**src/rtl/pipeline_ctrl_pkg.sv**
```systemverilog
// Shared pipeline-control encodings: sequencer states and stall polarity.
// Imported by the stall sequencer and the hazard/forwarding unit.
package pipeline_ctrl_pkg;

    localparam int unsigned STATE_W = 2;

    typedef enum logic [STATE_W-1:0] {
        S_RUN      = 2'b00,
        S_MEM_WAIT = 2'b01,
        S_ERROR    = 2'b10
    } pipeState_t;

    // Stall-enable polarity: 1 lets a pipeline register advance, 0 holds it.
    localparam logic ADVANCE = 1'b1;
    localparam logic HOLD    = 1'b0;

endpackage

```
**src/rtl/mem_wait_watchdog.sv**
```systemverilog
// Counts consecutive memory-wait cycles; expired flags the timeout limit.
module mem_wait_watchdog #(
    parameter int unsigned MEM_TIMEOUT = 64,
    parameter int unsigned TO_W        = 7
) (
    input  logic clk,
    input  logic rst_n,
    input  logic clear,
    input  logic inc,
    output logic expired
);

    localparam logic [TO_W-1:0] LIMIT = TO_W'(MEM_TIMEOUT);

    logic [TO_W-1:0] count;

    // clear together with inc restarts the count at 1 (first wait cycle).
    always_ff @(posedge clk or negedge rst_n) begin
        if (!rst_n) begin
            count <= '0;
        end else if (clear) begin
            count <= inc ? TO_W'(1) : '0;
        end else if (inc && (count != '1)) begin
            count <= count + TO_W'(1);
        end
    end

    assign expired = (count == LIMIT);

endmodule

```
**src/rtl/pipeline_stall_sequencer.sv**
```systemverilog
// Central stall/flush sequencer for the 5-stage pipeline.
// Optional statistics counters are built when STALL_STATS_EN is defined.
module pipeline_stall_sequencer
    import pipeline_ctrl_pkg::*;
#(
    parameter int unsigned MEM_TIMEOUT = 64,
    parameter int unsigned TO_W        = 7,
    parameter int unsigned DELAY_SLOT  = 1,
    parameter int unsigned CNT_W       = 16
) (
    input  logic             clk,
    input  logic             rst_n,
    input  logic             loadUse,
    input  logic             memReq,
    input  logic             memReady,
    input  logic             branchTaken,
    output logic             stallPC,
    output logic             stallNPC,
    output logic             stallIFID,
    output logic             controlMux,
    output logic             flushIFID,
    output logic             pipeHold,
    output logic             memTimeout,
    output logic [CNT_W-1:0] bubbleCnt,
    output logic [CNT_W-1:0] memWaitCnt,
    output logic [CNT_W-1:0] flushCnt
);

    pipeState_t state;
    pipeState_t stateNext;
    logic       wdClear;
    logic       wdInc;
    logic       wdExpired;

    mem_wait_watchdog #(
        .MEM_TIMEOUT (MEM_TIMEOUT),
        .TO_W        (TO_W)
    ) u_watchdog (
        .clk     (clk),
        .rst_n   (rst_n),
        .clear   (wdClear),
        .inc     (wdInc),
        .expired (wdExpired)
    );

    always_ff @(posedge clk or negedge rst_n) begin
        if (!rst_n) begin
            state <= S_RUN;
        end else begin
            state <= stateNext;
        end
    end

    // Outputs decode state plus live requests; reset forces the free-running values.
    always_comb begin
        stateNext  = state;
        wdClear    = 1'b0;
        wdInc      = 1'b0;
        stallPC    = ADVANCE;
        stallNPC   = ADVANCE;
        stallIFID  = ADVANCE;
        controlMux = 1'b0;
        flushIFID  = 1'b0;
        pipeHold   = 1'b0;
        memTimeout = 1'b0;

        if (rst_n) begin
            unique case (state)
                S_RUN: begin
                    if (memReq && !memReady) begin
                        stallPC   = HOLD;
                        stallNPC  = HOLD;
                        stallIFID = HOLD;
                        pipeHold  = 1'b1;
                        wdClear   = 1'b1;
                        wdInc     = 1'b1;
                        stateNext = S_MEM_WAIT;
                    end else if (loadUse) begin
                        // Branch alongside loadUse re-presents next cycle since ID is held.
                        stallPC    = HOLD;
                        stallNPC   = HOLD;
                        stallIFID  = HOLD;
                        controlMux = 1'b1;
                    end else if (branchTaken && (DELAY_SLOT == 0)) begin
                        flushIFID = 1'b1;
                    end
                end

                S_MEM_WAIT: begin
                    if (memReady) begin
                        wdClear   = 1'b1;
                        stateNext = S_RUN;
                    end else begin
                        stallPC   = HOLD;
                        stallNPC  = HOLD;
                        stallIFID = HOLD;
                        pipeHold  = 1'b1;
                        if (wdExpired) begin
                            wdClear   = 1'b1;
                            stateNext = S_ERROR;
                        end else begin
                            wdInc = 1'b1;
                        end
                    end
                end

                S_ERROR: begin
                    stallPC    = HOLD;
                    stallNPC   = HOLD;
                    stallIFID  = HOLD;
                    pipeHold   = 1'b1;
                    memTimeout = 1'b1;
                end

                default: begin
                    stateNext = S_RUN;
                end
            endcase
        end
    end

`ifdef STALL_STATS_EN
    logic memWaitEvt;

    assign memWaitEvt = pipeHold && (state == S_MEM_WAIT);

    // Saturating event counters; they stick at all-ones rather than wrap.
    always_ff @(posedge clk or negedge rst_n) begin
        if (!rst_n) begin
            bubbleCnt  <= '0;
            memWaitCnt <= '0;
            flushCnt   <= '0;
        end else begin
            if (controlMux && (bubbleCnt != '1)) begin
                bubbleCnt <= bubbleCnt + CNT_W'(1);
            end
            if (memWaitEvt && (memWaitCnt != '1)) begin
                memWaitCnt <= memWaitCnt + CNT_W'(1);
            end
            if (flushIFID && (flushCnt != '1)) begin
                flushCnt <= flushCnt + CNT_W'(1);
            end
        end
    end
`else
    assign bubbleCnt  = '0;
    assign memWaitCnt = '0;
    assign flushCnt   = '0;
`endif

endmodule

```
**config.mk**
```make
export PLATFORM = sky130hd
export DESIGN_NAME = pipeline_stall_sequencer
export DESIGN_NICKNAME = d
export VERILOG_FILES = /design/src/rtl/pipeline_ctrl_pkg.sv /design/src/rtl/mem_wait_watchdog.sv /design/src/rtl/pipeline_stall_sequencer.sv
export SDC_FILE = /design/constraint.sdc
export NUM_CORES = 1
export LEC_CHECK = 0
export CORE_ASPECT_RATIO = 0.8
export CORE_MARGIN = 1.5
export CORE_UTILIZATION = 37
export CTS_CLUSTER_DIAMETER = 30
export DETAILED_ROUTE_END_ITERATION = 6
export PLACE_DENSITY = 0.89
export REMOVE_ABC_BUFFERS = 1
export SLEW_MARGIN = 20
export SYNTH_ARGS = -nofsm -noshare
export SYNTH_HDL_FRONTEND = slang
export SYNTH_HIERARCHICAL = 1
export SYNTH_SLANG_ARGS = --single-unit
```
**constraint.sdc**
```tcl
create_clock -name clk -period 2 [get_ports clk]
set_input_delay 0.3 -clock clk [delete_from_list [all_inputs] [get_ports clk]]
set_output_delay 0.3 -clock clk [all_outputs]
set_load 0.01 [all_outputs]
```
### Word-level counts from Yosys, hierarchy flattened

Cells that the tools add are included.
Widths: inputs -> output; s select.

* memory bits (read-only): 0
* bits in latches: 0
* RAM bits: 0
* output and inout port bits: 55
* memories: 0
* bits in registers: 9
* input bits: 6
* word-level logic and storage cells: 46

* mux-type cells: 30
* bitwise gates (word level): 1
* div/mod/pow operators: 0
* shift operators: 0
* reductions and logical operators: 6
* magnitude comparators: 0
* multipliers: 0
* equal/unequal tests: 6
* add/subtract/negate cells: 1

Operators by type and width (number)
* $mux 1: 20
* $mux 7: 2
* $add 7x1->7 const B: 1
* $eq 7x7->1 const B: 1
* $ne 7x7->1 const B: 1
* $mux 2: 3
* $pmux 1 s3: 2
* $pmux 2 s3: 1
* $pmux 1 s2: 2
* $reduce_and 4->1: 1
* $ne 3x2->1 const B: 1
* $eq 2x1->1 const B: 1
* $eq 2x2->1 const B: 1
* $logic_and 1x1->1: 2
* $logic_not 2->1: 1
* $ne 2x2->1 const B: 1
* $reduce_bool 2->1: 1
* $logic_not 1->1: 1
* $not 1->1: 1

### Depth between registers and ports, before layout

* depth in word-level cells: 8
* depth in mapped cells: 9
* mapped depth without buffers: 9

### By module

Netlist, hierarchy kept.

By module, submodules not included
* pipeline_stall_sequencer: area an instance 595.6 um2, sequential area each 50.0 um2, times used 1, cells an instance 80
* mem_wait_watchdog: area an instance 421.7 um2, sequential area each 175.2 um2, times used 1, cells an instance 42

### Worst setup path after synthesis

Ideal clock, no wire load.

* path type: flip-flop to flip-flop
* start point: register u_watchdog.count[0]
* end point: register u_watchdog.count[5]
* clock period less this slack: 1.760 ns
* path buffers: 0
* data arrival time: 1.620 ns
* slack: 0.240 ns
* cell stages (with the launch flop): 9
* setup time: 0.140 ns
* data required time: 1.860 ns
* cells stage by stage: dfrtp_1 > inv_1 > ha_1 > and3_1 > nand2_1 > and3_1 > nand4_1 > o311ai_0 > o41ai_1

* cells in the longest elaborated chain, start to end: 7
* elaborated cells between the ends (all ways): 15
* those cells by class: 1 x add/sub; 2 x eq/ne; 10 x mux; 2 x reduce/logical

Ends and longest elaborated chain
* from (decl): line mem_wait_watchdog.sv:15 `logic [TO_W-1:0] count;`
* from (signal assigned): line mem_wait_watchdog.sv:22 `count <= inc ? TO_W'(1) : '0;`
* from (signal assigned): line mem_wait_watchdog.sv:24 `count <= count + TO_W'(1);`
* $eq 7x7->1: line mem_wait_watchdog.sv:28 `assign expired = (count == LIMIT);`
* via wdExpired: line pipeline_stall_sequencer.sv:33 `logic wdExpired;`
* $mux 1: line pipeline_stall_sequencer.sv:98 `if (wdExpired) begin`
* $mux 1: line pipeline_stall_sequencer.sv:90 `if (memReady) begin`
* $pmux 1 s2: line pipeline_stall_sequencer.sv:68 `unique case (state)`
* $mux 1: line pipeline_stall_sequencer.sv:67 `if (rst_n) begin`
* via wdInc: line pipeline_stall_sequencer.sv:32 `logic wdInc;`
* $logic_and 1x1->1: line mem_wait_watchdog.sv:23 `end else if (inc && (count != '1)) begin`
* $reduce_bool 2->1 (no source line)

The timed path passes the listed nets, and every way through them passes these cells. The select of a mux whose other input is x is not followed.
A chain may end at the register's enable or synchronous reset.

### Worst setup path in the final report

* start point: register state[1]
* end point: output port pipeHold

* cells in the longest elaborated chain, start to end: 3
* elaborated cells between the ends (all ways): 5
* those cells by class: 2 x eq/ne; 2 x mux; 1 x reduce/logical

Ends and longest elaborated chain
* from (decl): line pipeline_stall_sequencer.sv:29 `pipeState_t state;`
* from (signal assigned): line pipeline_stall_sequencer.sv:50 `state <= stateNext;`
* $eq 2x2->1 (tied with other cells): line pipeline_stall_sequencer.sv:68
* $pmux 1 s3 *: line pipeline_stall_sequencer.sv:68
* $mux 1 *: line pipeline_stall_sequencer.sv:67
* to (decl): line pipeline_stall_sequencer.sv:22 `output logic pipeHold,`

Mark *: on every way between the ends. The rest lies on a longest branch, timed or not.

==> impl_metrics.env <==
export IMPL_status="finished clean"
export IMPL_antenna_found_initial=0
export IMPL_final_fill_count=278
export IMPL_fin_ws_ns=0.0563
export IMPL_drive_above_1_share_pct=18.5
export IMPL_cp_end_kind="primary output"
export IMPL_hold_viol=0
export IMPL_area_delta_synth_final_pct=7.99
export IMPL_hold_slack_ns=0.504
export IMPL_drt_wl_total_mm=1.79
export IMPL_clk_pin_slew_ns=0.06
export IMPL_p_leak_nw=0.575
export IMPL_multiInputGateArea_sq_um=574
export IMPL_antenna_cells=0
export IMPL_portBuffers=10
export IMPL_netlist_area_sq_um=1020
export IMPL_initial_core_util_pct=40.3
export IMPL_max_freq_mhz=514
export IMPL_via_count=744
export IMPL_drtIter0Drc=26
export IMPL_crit_path_start_kind="flop"
export IMPL_powerDensity_nw_per_um2=549
export IMPL_ant_nets=0
export IMPL_seq_area_sq_um=228
export IMPL_cp_arrival_ns=1.64
export IMPL_cts_root_buf="clkbuf_4"
export IMPL_grt_first_pass_wirelength_mm=2.50
export IMPL_cts_tree="yes"
export IMPL_worst_setup_path_type="reg2out"
export IMPL_async_flop_share_pct=100
export IMPL_irDropWorstVdd_mv=0.300
export IMPL_ys_seq_area_share_pct=22.1
export IMPL_grt_ovfl_total=0
export IMPL_clk_path_buf_depth=2
export IMPL_period_minus_slack_ns=1.94
export IMPL_cp_required_ns=1.70
export IMPL_skew_ns=0.000437
export IMPL_fin_nets=155
export IMPL_mostFrequentLayoutCell="conb_1"
export IMPL_path_max_fanout=9
export IMPL_drc=0
export IMPL_dr_pass1_iters=4
export IMPL_dominantRegCellSynth="dfrtp_1"
export IMPL_die_w_um=61.6
export IMPL_routedWlPerCell_um=9.86
export IMPL_via_per_inst=4.09
export IMPL_fin_crit_sh_pct=97.2
export IMPL_cts_made_buffers=3
export IMPL_num_rows=16
export IMPL_grt_pass1_vias=560
export IMPL_gp_congestion=0.805
export IMPL_ys_warn_count=6
export IMPL_design_core_area_sq_um=2520
export IMPL_synth_ff_latch_count=9
export IMPL_dp_hpwl_mm=1.32
export IMPL_synth_edf_count=0
export IMPL_maxSlewViolCount=0
export IMPL_worstSkewPairLatency_ns=0.26
export IMPL_cap_violations=0
export IMPL_grt_max_degree=13
export IMPL_syn_avg_cell_area_sq_um=8.34
export IMPL_grt_usage_pct=11.1
export IMPL_synthCells=122
export IMPL_num_io_pins=61
export IMPL_final_cell_mix="conb_1, buf_4, nand2_1"
export IMPL_dieArea_sq_um=3070
export IMPL_die_height_um=49.9
export IMPL_dpl_worst_slack_ns=-0.00348
export IMPL_synth_cell_types=35
export IMPL_setup_viol=0
export IMPL_cts_sinks=9
export IMPL_htreeDepth=1
export IMPL_hold_class="in2async"
==> worst max-delay path, cell delays in order, from the launching register on <==
cell,delay (ns)
dfrtp_2,0.46
nor2_2,0.13
o21a_1,0.15
o21a_1,0.12
clkdlybuf4s50_1,0.52
==> per-stage QoR <==
stage / TNS [ns] / util, % / power (mW) / instance area [sq um] / instances
after floorplan: 0 / - / 0.357 / 807 / 118
after global placement: 0 / 40.1 / 0.422 / 1010 / 172
after detailed placement: -0.00650 / 40.1 / 0.432 / 1010 / 172
after CTS: 0 / 41.8 / 0.581 / 1050 / 178
after global routing: -0.0500 / 43.6 / 0.645 / 1100 / 182
final: 0 / 43.6 / 0.603 / 1100 / 182
==> synthesized netlist by cell type (2+ instances only) <==
cell	instances	area, sq um
a21oi_1	3	15.0
and3_1	2	12.5
and3_4	2	22.5
buf_4	52	390
dfrtp_1	9	225
ha_1	2	25.0
inv_1	4	15.0
mux2i_1	2	20.0
nand2_1	11	41.3
nand2b_1	3	18.8
nor2_1	4	15.0
o21a_1	2	15.0
o21ai_0	4	20.0
==> routing by layer <==
| metal | share of wire [%] | track usage (%) |
|---|---|---|
| met1 | 41 | 15.2 |
| met2 | 51 | 15.3 |
| met3 | 7.1 | 5.51 |
| met4 | 0.56 | 3.19 |
| met5 | 0 | 0 |
==> cell type report <==
class,instances,share of cell area [%]
Clock buffer,4,2.39
Inverter,4,1.37
Multi-Input combinational cell,105,52.3
Sequential cell,9,20.7
Tap cell,36,4.10
Timing Repair Buffer,24,19.1
==> path summary, 6_finish.rpt <==
check,from,end,cells after the start,slack (ns)
min in group clk,u_watchdog/count[6],u_watchdog/count[6],2,0.55
setup / recovery,state[1],pipeHold,4,0.06
setup reg to reg,u_watchdog/count[0],u_watchdog/count[5],8,0.07
hold reg to reg,u_watchdog/count[6],u_watchdog/count[6],2,0.55
hold / removal,rst_n,u_watchdog/count[3],3,0.50
max in group asynchronous,rst_n,state[1],3,1.33
==> sequential cells by signal, indices dropped and copies added, names as in the netlist <==
| name | flops |
|---|---|
| u_watchdog/count | 7 |
| state | 2 |
==> kinds of logic (layout without fill, tap and decap cells) <==
logic type / after synthesis / after routing / synth area share [%]
flip-flops: 9 / 9 / 22.1
adder cells (fa/ha/maj): 2 / 2 / 2.46
AND/OR/NAND/NOR: 32 / 32 / 17.7
AO/OA/AOI/OAI: 20 / 20 / 15.5
multiplexers: 2 / 2 / 1.97
other: 1 / 49 / 0.369
buffers and inverters: 56 / 32 / 39.9
==> what timing repair did <==
action	CTS	global route
setup endpoints to repair	5	5
gates resized for setup	4	6
pin swaps	0	2
buffers inserted	2	4
hold buffers	0	0
==> power breakdown <==
part / internal, mW / switching [mW] / leakage [nW]
combinational: 0.104 / 0.136 / 0.441
clock: 0.0769 / 0.0637 / 0.0150
sequential: 0.204 / 0.0186 / 0.119
total: 0.384 / 0.218 / 0.575
Power figures use the tool's default switching activity.
